===== config.mk =====
export PLATFORM = sky130hd
export DESIGN_NAME = if_stage_flat
export DESIGN_NICKNAME = d
export VERILOG_FILES = /design/src/rtl/if_stage_pkg.sv /design/src/rtl/if_stage_if.sv /design/src/rtl/if_stage_pc_register.sv /design/src/rtl/if_stage.sv /design/src/flat_wrapper.sv
export SDC_FILE = /design/constraint.sdc
export NUM_CORES = 1
export LEC_CHECK = 0
export ABC_AREA = 1
export CORE_ASPECT_RATIO = 1.5
export CORE_MARGIN = 2
export CORE_UTILIZATION = 40
export DETAILED_ROUTE_END_ITERATION = 7
export PLACE_DENSITY = 0.79
export SYNTH_ARGS = -nofsm -noshare
export SYNTH_HDL_FRONTEND = slang
export SYNTH_SLANG_ARGS = --single-unit

===== constraint.sdc =====
create_clock -name clk -period 1.5 [get_ports clk]
set_clock_uncertainty 0.1 [all_clocks]
set_input_delay 0.3 -clock clk [delete_from_list [all_inputs] [get_ports clk]]
set_output_delay 0.3 -clock clk [all_outputs]
set_load 0.02 [all_outputs]

===== src/rtl/if_stage_pkg.sv =====
// Shared types for the instruction-fetch stage: FSM states, reset PC and
// the IF/ID pipeline register layout.
package if_types;

    typedef enum logic [1:0] {
        FETCH,
        HOLD,
        DROP
    } if_state_e;

    localparam logic [31:0] PC_RESET_DEFAULT = 32'h0000_0060;

    typedef struct packed {
        logic [31:0] instr;
        logic [31:0] pc;
        logic        valid;
    } ifid_reg_t;

    // Sequential PC; wraps modulo 2^32.
    function automatic logic [31:0] pc_plus4(input logic [31:0] pc);
        return pc + 32'd4;
    endfunction

endpackage


===== src/rtl/if_stage_if.sv =====
// Instruction-memory read handshake between the fetch stage (master) and
// the I-cache (slave). resp is a single-cycle pulse; rdata is valid with it.
interface if_stage_if;

    logic        read;
    logic [31:0] address;
    logic        resp;
    logic [31:0] rdata;

    modport master (
        output read,
        output address,
        input  resp,
        input  rdata
    );

    modport slave (
        input  read,
        input  address,
        output resp,
        output rdata
    );

endinterface


===== src/rtl/if_stage_pc_register.sv =====
// Loadable 32-bit register holding the fetch PC, with a configurable
// reset value.
module pc_register #(
    parameter logic [31:0] RESET_VALUE = 32'h0000_0000
) (
    input  logic        clk,
    input  logic        rst,
    input  logic        load,
    input  logic [31:0] d,
    output logic [31:0] q
);

    // Synchronous reset; otherwise update only when load is asserted.
    always_ff @(posedge clk) begin
        if (rst) begin
            q <= RESET_VALUE;
        end else if (load) begin
            q <= d;
        end
    end

endmodule


===== src/rtl/if_stage.sv =====
// Instruction-fetch stage of the rv32i pipeline. Owns the PC, drives the
// I-cache read handshake, holds a one-entry skid buffer for responses that
// arrive while decode is stalled, and contains the IF/ID register.
// Optional build macro IF_PERF_CNT_EN adds saturating performance counters
// perf_fetched and perf_imem_wait.
module if_stage
    import if_types::*;
#(
    parameter logic [31:0] PC_RESET = PC_RESET_DEFAULT
) (
    input  logic        clk,
    input  logic        rst,
    input  logic        id_stall,
    input  logic        ex_redirect,
    input  logic [31:0] ex_target,
    if_stage_if.master  imem,
    output logic [31:0] ifid_instruction,
    output logic [31:0] ifid_pc,
    output logic        ifid_valid
`ifdef IF_PERF_CNT_EN
    ,
    output logic [31:0] perf_fetched,
    output logic [31:0] perf_imem_wait
`endif
);

    if_state_e   state, state_next;
    logic [31:0] pc, pc_next;
    logic        pc_load;
    ifid_reg_t   ifid, ifid_next;
    ifid_reg_t   skid, skid_next;
    logic [31:0] pending_pc, pending_next;
    logic        accept;
    logic        ifid_fill;

    assign accept = !id_stall;

    pc_register #(
        .RESET_VALUE(PC_RESET)
    ) u_pc (
        .clk (clk),
        .rst (rst),
        .load(pc_load),
        .d   (pc_next),
        .q   (pc)
    );

    // The address stays at pc in DROP, so an abandoned request stays stable.
    assign imem.read    = !rst && (state != HOLD);
    assign imem.address = pc;

    assign ifid_instruction = ifid.instr;
    assign ifid_pc          = ifid.pc;
    assign ifid_valid       = ifid.valid;

    // Next-state, PC update and IF/ID / skid buffer loading.
    always_comb begin
        state_next   = state;
        pc_load      = 1'b0;
        pc_next      = pc;
        skid_next    = skid;
        pending_next = pending_pc;
        ifid_fill    = 1'b0;
        ifid_next    = ifid;
        // Decode advancing with nothing new to give it sees a bubble.
        if (accept) begin
            ifid_next.valid = 1'b0;
        end

        case (state)
            FETCH: begin
                if (imem.resp) begin
                    if (ex_redirect) begin
                        pc_load = 1'b1;
                        pc_next = ex_target;
                    end else if (accept) begin
                        ifid_next = '{instr: imem.rdata, pc: pc, valid: 1'b1};
                        ifid_fill = 1'b1;
                        pc_load   = 1'b1;
                        pc_next   = pc_plus4(pc);
                    end else begin
                        skid_next  = '{instr: imem.rdata, pc: pc, valid: 1'b1};
                        state_next = HOLD;
                    end
                end else if (ex_redirect) begin
                    // Cannot cancel the outstanding request; wait it out.
                    pending_next = ex_target;
                    state_next   = DROP;
                end
            end
            HOLD: begin
                if (ex_redirect) begin
                    skid_next.valid = 1'b0;
                    pc_load         = 1'b1;
                    pc_next         = ex_target;
                    state_next      = FETCH;
                end else if (accept) begin
                    ifid_next       = skid;
                    ifid_fill       = 1'b1;
                    skid_next.valid = 1'b0;
                    pc_load         = 1'b1;
                    pc_next         = pc_plus4(pc);
                    state_next      = FETCH;
                end
            end
            DROP: begin
                if (imem.resp) begin
                    pc_load    = 1'b1;
                    pc_next    = ex_redirect ? ex_target : pending_pc;
                    state_next = FETCH;
                end else if (ex_redirect) begin
                    pending_next = ex_target;
                end
            end
            default: begin
                state_next = FETCH;
            end
        endcase

        // A redirect flushes IF/ID even when decode is stalled.
        if (ex_redirect) begin
            ifid_next.valid = 1'b0;
            ifid_fill       = 1'b0;
        end
    end

    // State, IF/ID, skid buffer and pending redirect registers.
    always_ff @(posedge clk) begin
        if (rst) begin
            state      <= FETCH;
            ifid       <= '0;
            skid       <= '0;
            pending_pc <= '0;
        end else begin
            state      <= state_next;
            ifid       <= ifid_next;
            skid       <= skid_next;
            pending_pc <= pending_next;
        end
    end

`ifdef IF_PERF_CNT_EN
    // Saturating counters of delivered instructions and memory wait cycles.
    always_ff @(posedge clk) begin
        if (rst) begin
            perf_fetched   <= '0;
            perf_imem_wait <= '0;
        end else begin
            if (ifid_fill && (perf_fetched != 32'hFFFF_FFFF)) begin
                perf_fetched <= perf_fetched + 32'd1;
            end
            if (imem.read && !imem.resp && (perf_imem_wait != 32'hFFFF_FFFF)) begin
                perf_imem_wait <= perf_imem_wait + 32'd1;
            end
        end
    end
`endif

endmodule


===== src/flat_wrapper.sv =====
// flat-port wrapper written by rule: the top's interface ports become plain ports
module if_stage_flat import if_types::*;
#(
    parameter logic [31:0] PC_RESET = PC_RESET_DEFAULT
)
  (clk, rst, id_stall, ex_redirect, ex_target, ifid_instruction, ifid_pc, ifid_valid, imem_read, imem_address, imem_resp, imem_rdata);
  if_stage_if imem_i ();
  input  logic clk;
  input  logic rst;
  input  logic id_stall;
  input  logic ex_redirect;
  input  logic [31:0] ex_target;
  output logic [31:0] ifid_instruction;
  output logic [31:0] ifid_pc;
  output logic ifid_valid;
  output wire logic [$bits(imem_i.read)-1:0] imem_read;
  output wire logic [$bits(imem_i.address)-1:0] imem_address;
  input wire logic [$bits(imem_i.resp)-1:0] imem_resp;
  input wire logic [$bits(imem_i.rdata)-1:0] imem_rdata;
  assign imem_read = imem_i.read;
  assign imem_address = imem_i.address;
  assign imem_i.resp = imem_resp;
  assign imem_i.rdata = imem_rdata;
  if_stage #(.PC_RESET(PC_RESET)) u_core (.clk(clk), .rst(rst), .id_stall(id_stall), .ex_redirect(ex_redirect), .ex_target(ex_target), .imem(imem_i), .ifid_instruction(ifid_instruction), .ifid_pc(ifid_pc), .ifid_valid(ifid_valid));
endmodule

==> flow_summary.yaml <==
status:
  status: "finished with violations"
  violations: "setup timing"
critical_path:
  rrSetupSlack_ns: -0.18
  critPathRequiredTime_ns: 1.75
  r2r_start: "u_core.state[0]"
  critPathKind: "flop to flop"
  crit_path_cell_trace: "buf_6 > nor2_4 > nor3_4 > inv_2 > clkbuf_16 > a21oi_1 > a21oi_1"
  cp-start-kind: "flop"
  endpoint: "u_core.ifid_pc[9]"
  slowest_delay_ns: 0.37
  worstPathBufferInverterCount: 3
  critPathTopFamily: "buffers and inverters"
  r2r_end: "u_core.ifid_pc[9]"
  cp-startpoint: "u_core.state[0]"
  cp_max_fo: 20
  cp.arrival_ns: 1.94
  crit_top_cell: "a21oi_1"
  cp_slowest_cell: "dfxtp_2"
  reg2reg_depth: 7
  worst-path-stages: 7
  critPathCaptureType: "flop"
layout:
  final_nets: 1606
  nFillCells: 1583
  syn2layout_area_growth_pct: 62.9
  insertedDiodeCount: 0
  drive_gt1_share_pct: 37.5
  final_area_um2: 14000
floorplan:
  start_util_pct: 40.9
  die_w_um: 124
  core.rowCount: 65
  io_pins: 167
  die_area_um2: 22800
  core-area_um2: 21100
  die_h_um: 184
grt:
  grt_max_degree: 55
  grtUsageTotal_pct: 28.8
  antenna_found_initial: 0
  overflow: 0
  grt_pass1_vias: 9662
  grt_pass1_wl_um: 50800
yosys:
  yosysWarnings: 0
  synth-seq-cells: 196
  ys_types: 32
  synth-main-ff-cell: "dfxtp_1"
  netlist_instances: 1221
  avgSynthCellArea_um2: 7.06
  synth_edf_count: 0
  synthArstFlopShare_pct: 0
  syn_area_um2: 8620
  syn_nets: 1291
  synth_seq_area_share_pct: 45.5
timing:
  setup_ws_ns: -0.183
  hold_violations: 0
  maxSlewViolCount: 0
  setup_viol: 149
  holdWs_ns: 0.336
  post-route-period-util_pct: 112
  max_freq_mhz: 594
  rsz0062_at_grt: "yes"
  max_slew_margin_pct: 75.3
  period_needed_ns: 1.68
  tightest_slew_ns: 0.370
cts:
  cts_root_buf: "clkbuf_16"
  htree_levels: 4
  path_clk_slew_ns: 0.09
  insertion_delay_ns: 0.45
  cts.sinks: 196
  cts_tree: "done"
  cts_buffer_depth: 2
  postCtsHoldBufs: 0
  cts_buffers: 17
place:
  io_buffers: 166
  placed_area_um2: 11700
  dpl.hpwl_um: 21100
  dp_slack_ns: -0.656
  gp_congestion: 0.913
route:
  vias: 10700
  routed_wl_um: 38300
  drc: 0
  viasPerCell: 5.87
  dr.pass1.iters: 7
  drt_first_iter_violations: 1163
  wire_per_inst_um: 21.1
  final_antenna_net_count: 0
hold_path:
  hold_class: "input pin to flop"
pwr:
  power_leakage_nw: 5.70
  peakVddDrop_v: 0.000816
  powerDensity_nw_per_um2: 974
job:
  max_cap_viol_count: 0
[final cells by class]
cell class / instances / area [um2] / share of cell area, %
clock buffers: 17 / 425 / 3.03
clock inverters: 15 / 189 / 1.35
flip-flops and latches: 196 / 4000 / 28.5
multi-input cells: 884 / 4950 / 35.3
repair inverters: 1 / 7.51 / 0.0535
repair buffers: 379 / 3900 / 27.8
inverters: 57 / 239 / 1.70
well taps: 268 / 335 / 2.39
[Yosys cell counts, drive strengths merged, types with 2 or more instances]
library cell  count  area (um2)
nand2           213         800
dfxtp           196        3920
a21oi           189         946
o21ai           188         941
nor2            182         706
inv              55         206
clkbuf           52         195
nand3            46         230
buf              32         191
a211oi           16         120
nand4            13        81.3
a22oi            10        75.1
a31oi            10        62.6
nor3              4        31.3
a221oi            2        17.5
a311oi            2        17.5
clkinv            2        7.51
o21bai            2        15.0
or2               2        12.5
[worst min path at each step]
stage	from	endpoint	slack [ns]	cells after the start
after floorplan	u_core.pending_pc[2]	u_core.pending_pc[2]	0.32	2
after global placement	u_core.pending_pc[2]	u_core.pending_pc[2]	0.33	2
after detailed placement	u_core.pending_pc[2]	u_core.pending_pc[2]	0.33	2
after CTS	imem_rdata[7]	u_core.ifid_instruction[7]	0.33	3
after global routing	imem_rdata[7]	u_core.ifid_instruction[7]	0.35	3
final	imem_rdata[3]	u_core.ifid_instruction[3]	0.34	3
[layer usage]
metal	GRT usage, %	routed length, um	vias to the layer above
li1	-	-	4771
met1	32.1	13500	5068
met2	50.9	19200	652
met3	4.59	2950	181
met4	16.6	2630	0
met5	0	0	-
[timing repair]
item / CTS / global route
pin swaps: 17 / 36
resized for setup: 446 / 314
gates cloned: 9 / 16
endpoints found under the setup margin: 266 / 233
buffers inserted: 20 / 26
hold endpoints to repair: 0 / 0
[kinds of logic after synthesis]
group | after synthesis | synth area share, %
AO/OA/AOI/OAI | 422 | 25.7
adder cells (fa/ha/maj) | 1 | 0.145
buffers and inverters | 141 | 6.97
flip-flops | 196 | 45.5
AND/OR/NAND/NOR | 461 | 21.7
[state kept, by name, summed over array words and instances (netlist names)]
register / count
u_core.skid: 65
u_core.pending_pc: 32
u_core.ifid_pc: 32
u_core.ifid_valid: 1
u_core.u_pc.q: 32
u_core.ifid_instruction: 32
u_core.state: 2
[per-stage QoR]
step | std cells | setup TNS, ns | power (W) | util (%)
2_1_floorplan | 1221 | -0.470 | 0.00693 | -
3_3_place_gp | 1718 | -98.49 | 0.00821 | 55.7
3_5_place_dp | 1718 | -103.47 | 0.00825 | 55.7
4_1_cts | 1779 | -5.60 | 0.0131 | 62.6
5_1_grt | 1817 | -22.32 | 0.0141 | 66.7
6_report | 1817 | -14.16 | 0.0137 | 66.7
[power breakdown]
group	internal [W]	total, W	switching, W
Combinational	0.00137	0.00303	0.00167
Sequential	0.00552	0.00579	0.000273
Clock	0.00231	0.00485	0.00254
Total	0.00920	0.0137	0.00448
[layout by cell type (no fill, tap or decap), types with 16 or more instances in the layout]
cell               n
a21oi_1          126
a21oi_2           63
buf_12            26
buf_2             46
buf_4            132
buf_6             34
clkbuf_16         30
clkdlybuf4s15_2   29
clkdlybuf4s50_1   66
dfxtp_1          166
dfxtp_2           16
inv_1             41
nand2_1          192
nand3_1           40
nor2_1           149
nor2_2            17
nor2_4            16
o21ai_0           67
o21ai_1           77
o21ai_2           39
[worst reg2reg max path: stages, from the launching register on]
cell	delay, ns
dfxtp_2	0.37
buf_6	0.13
nor2_4	0.05
nor3_4	0.27
inv_2	0.17
clkbuf_16	0.24
a21oi_1	0.16
a21oi_1	0.10
No activity file was read; power rests on OpenSTA's default activity.
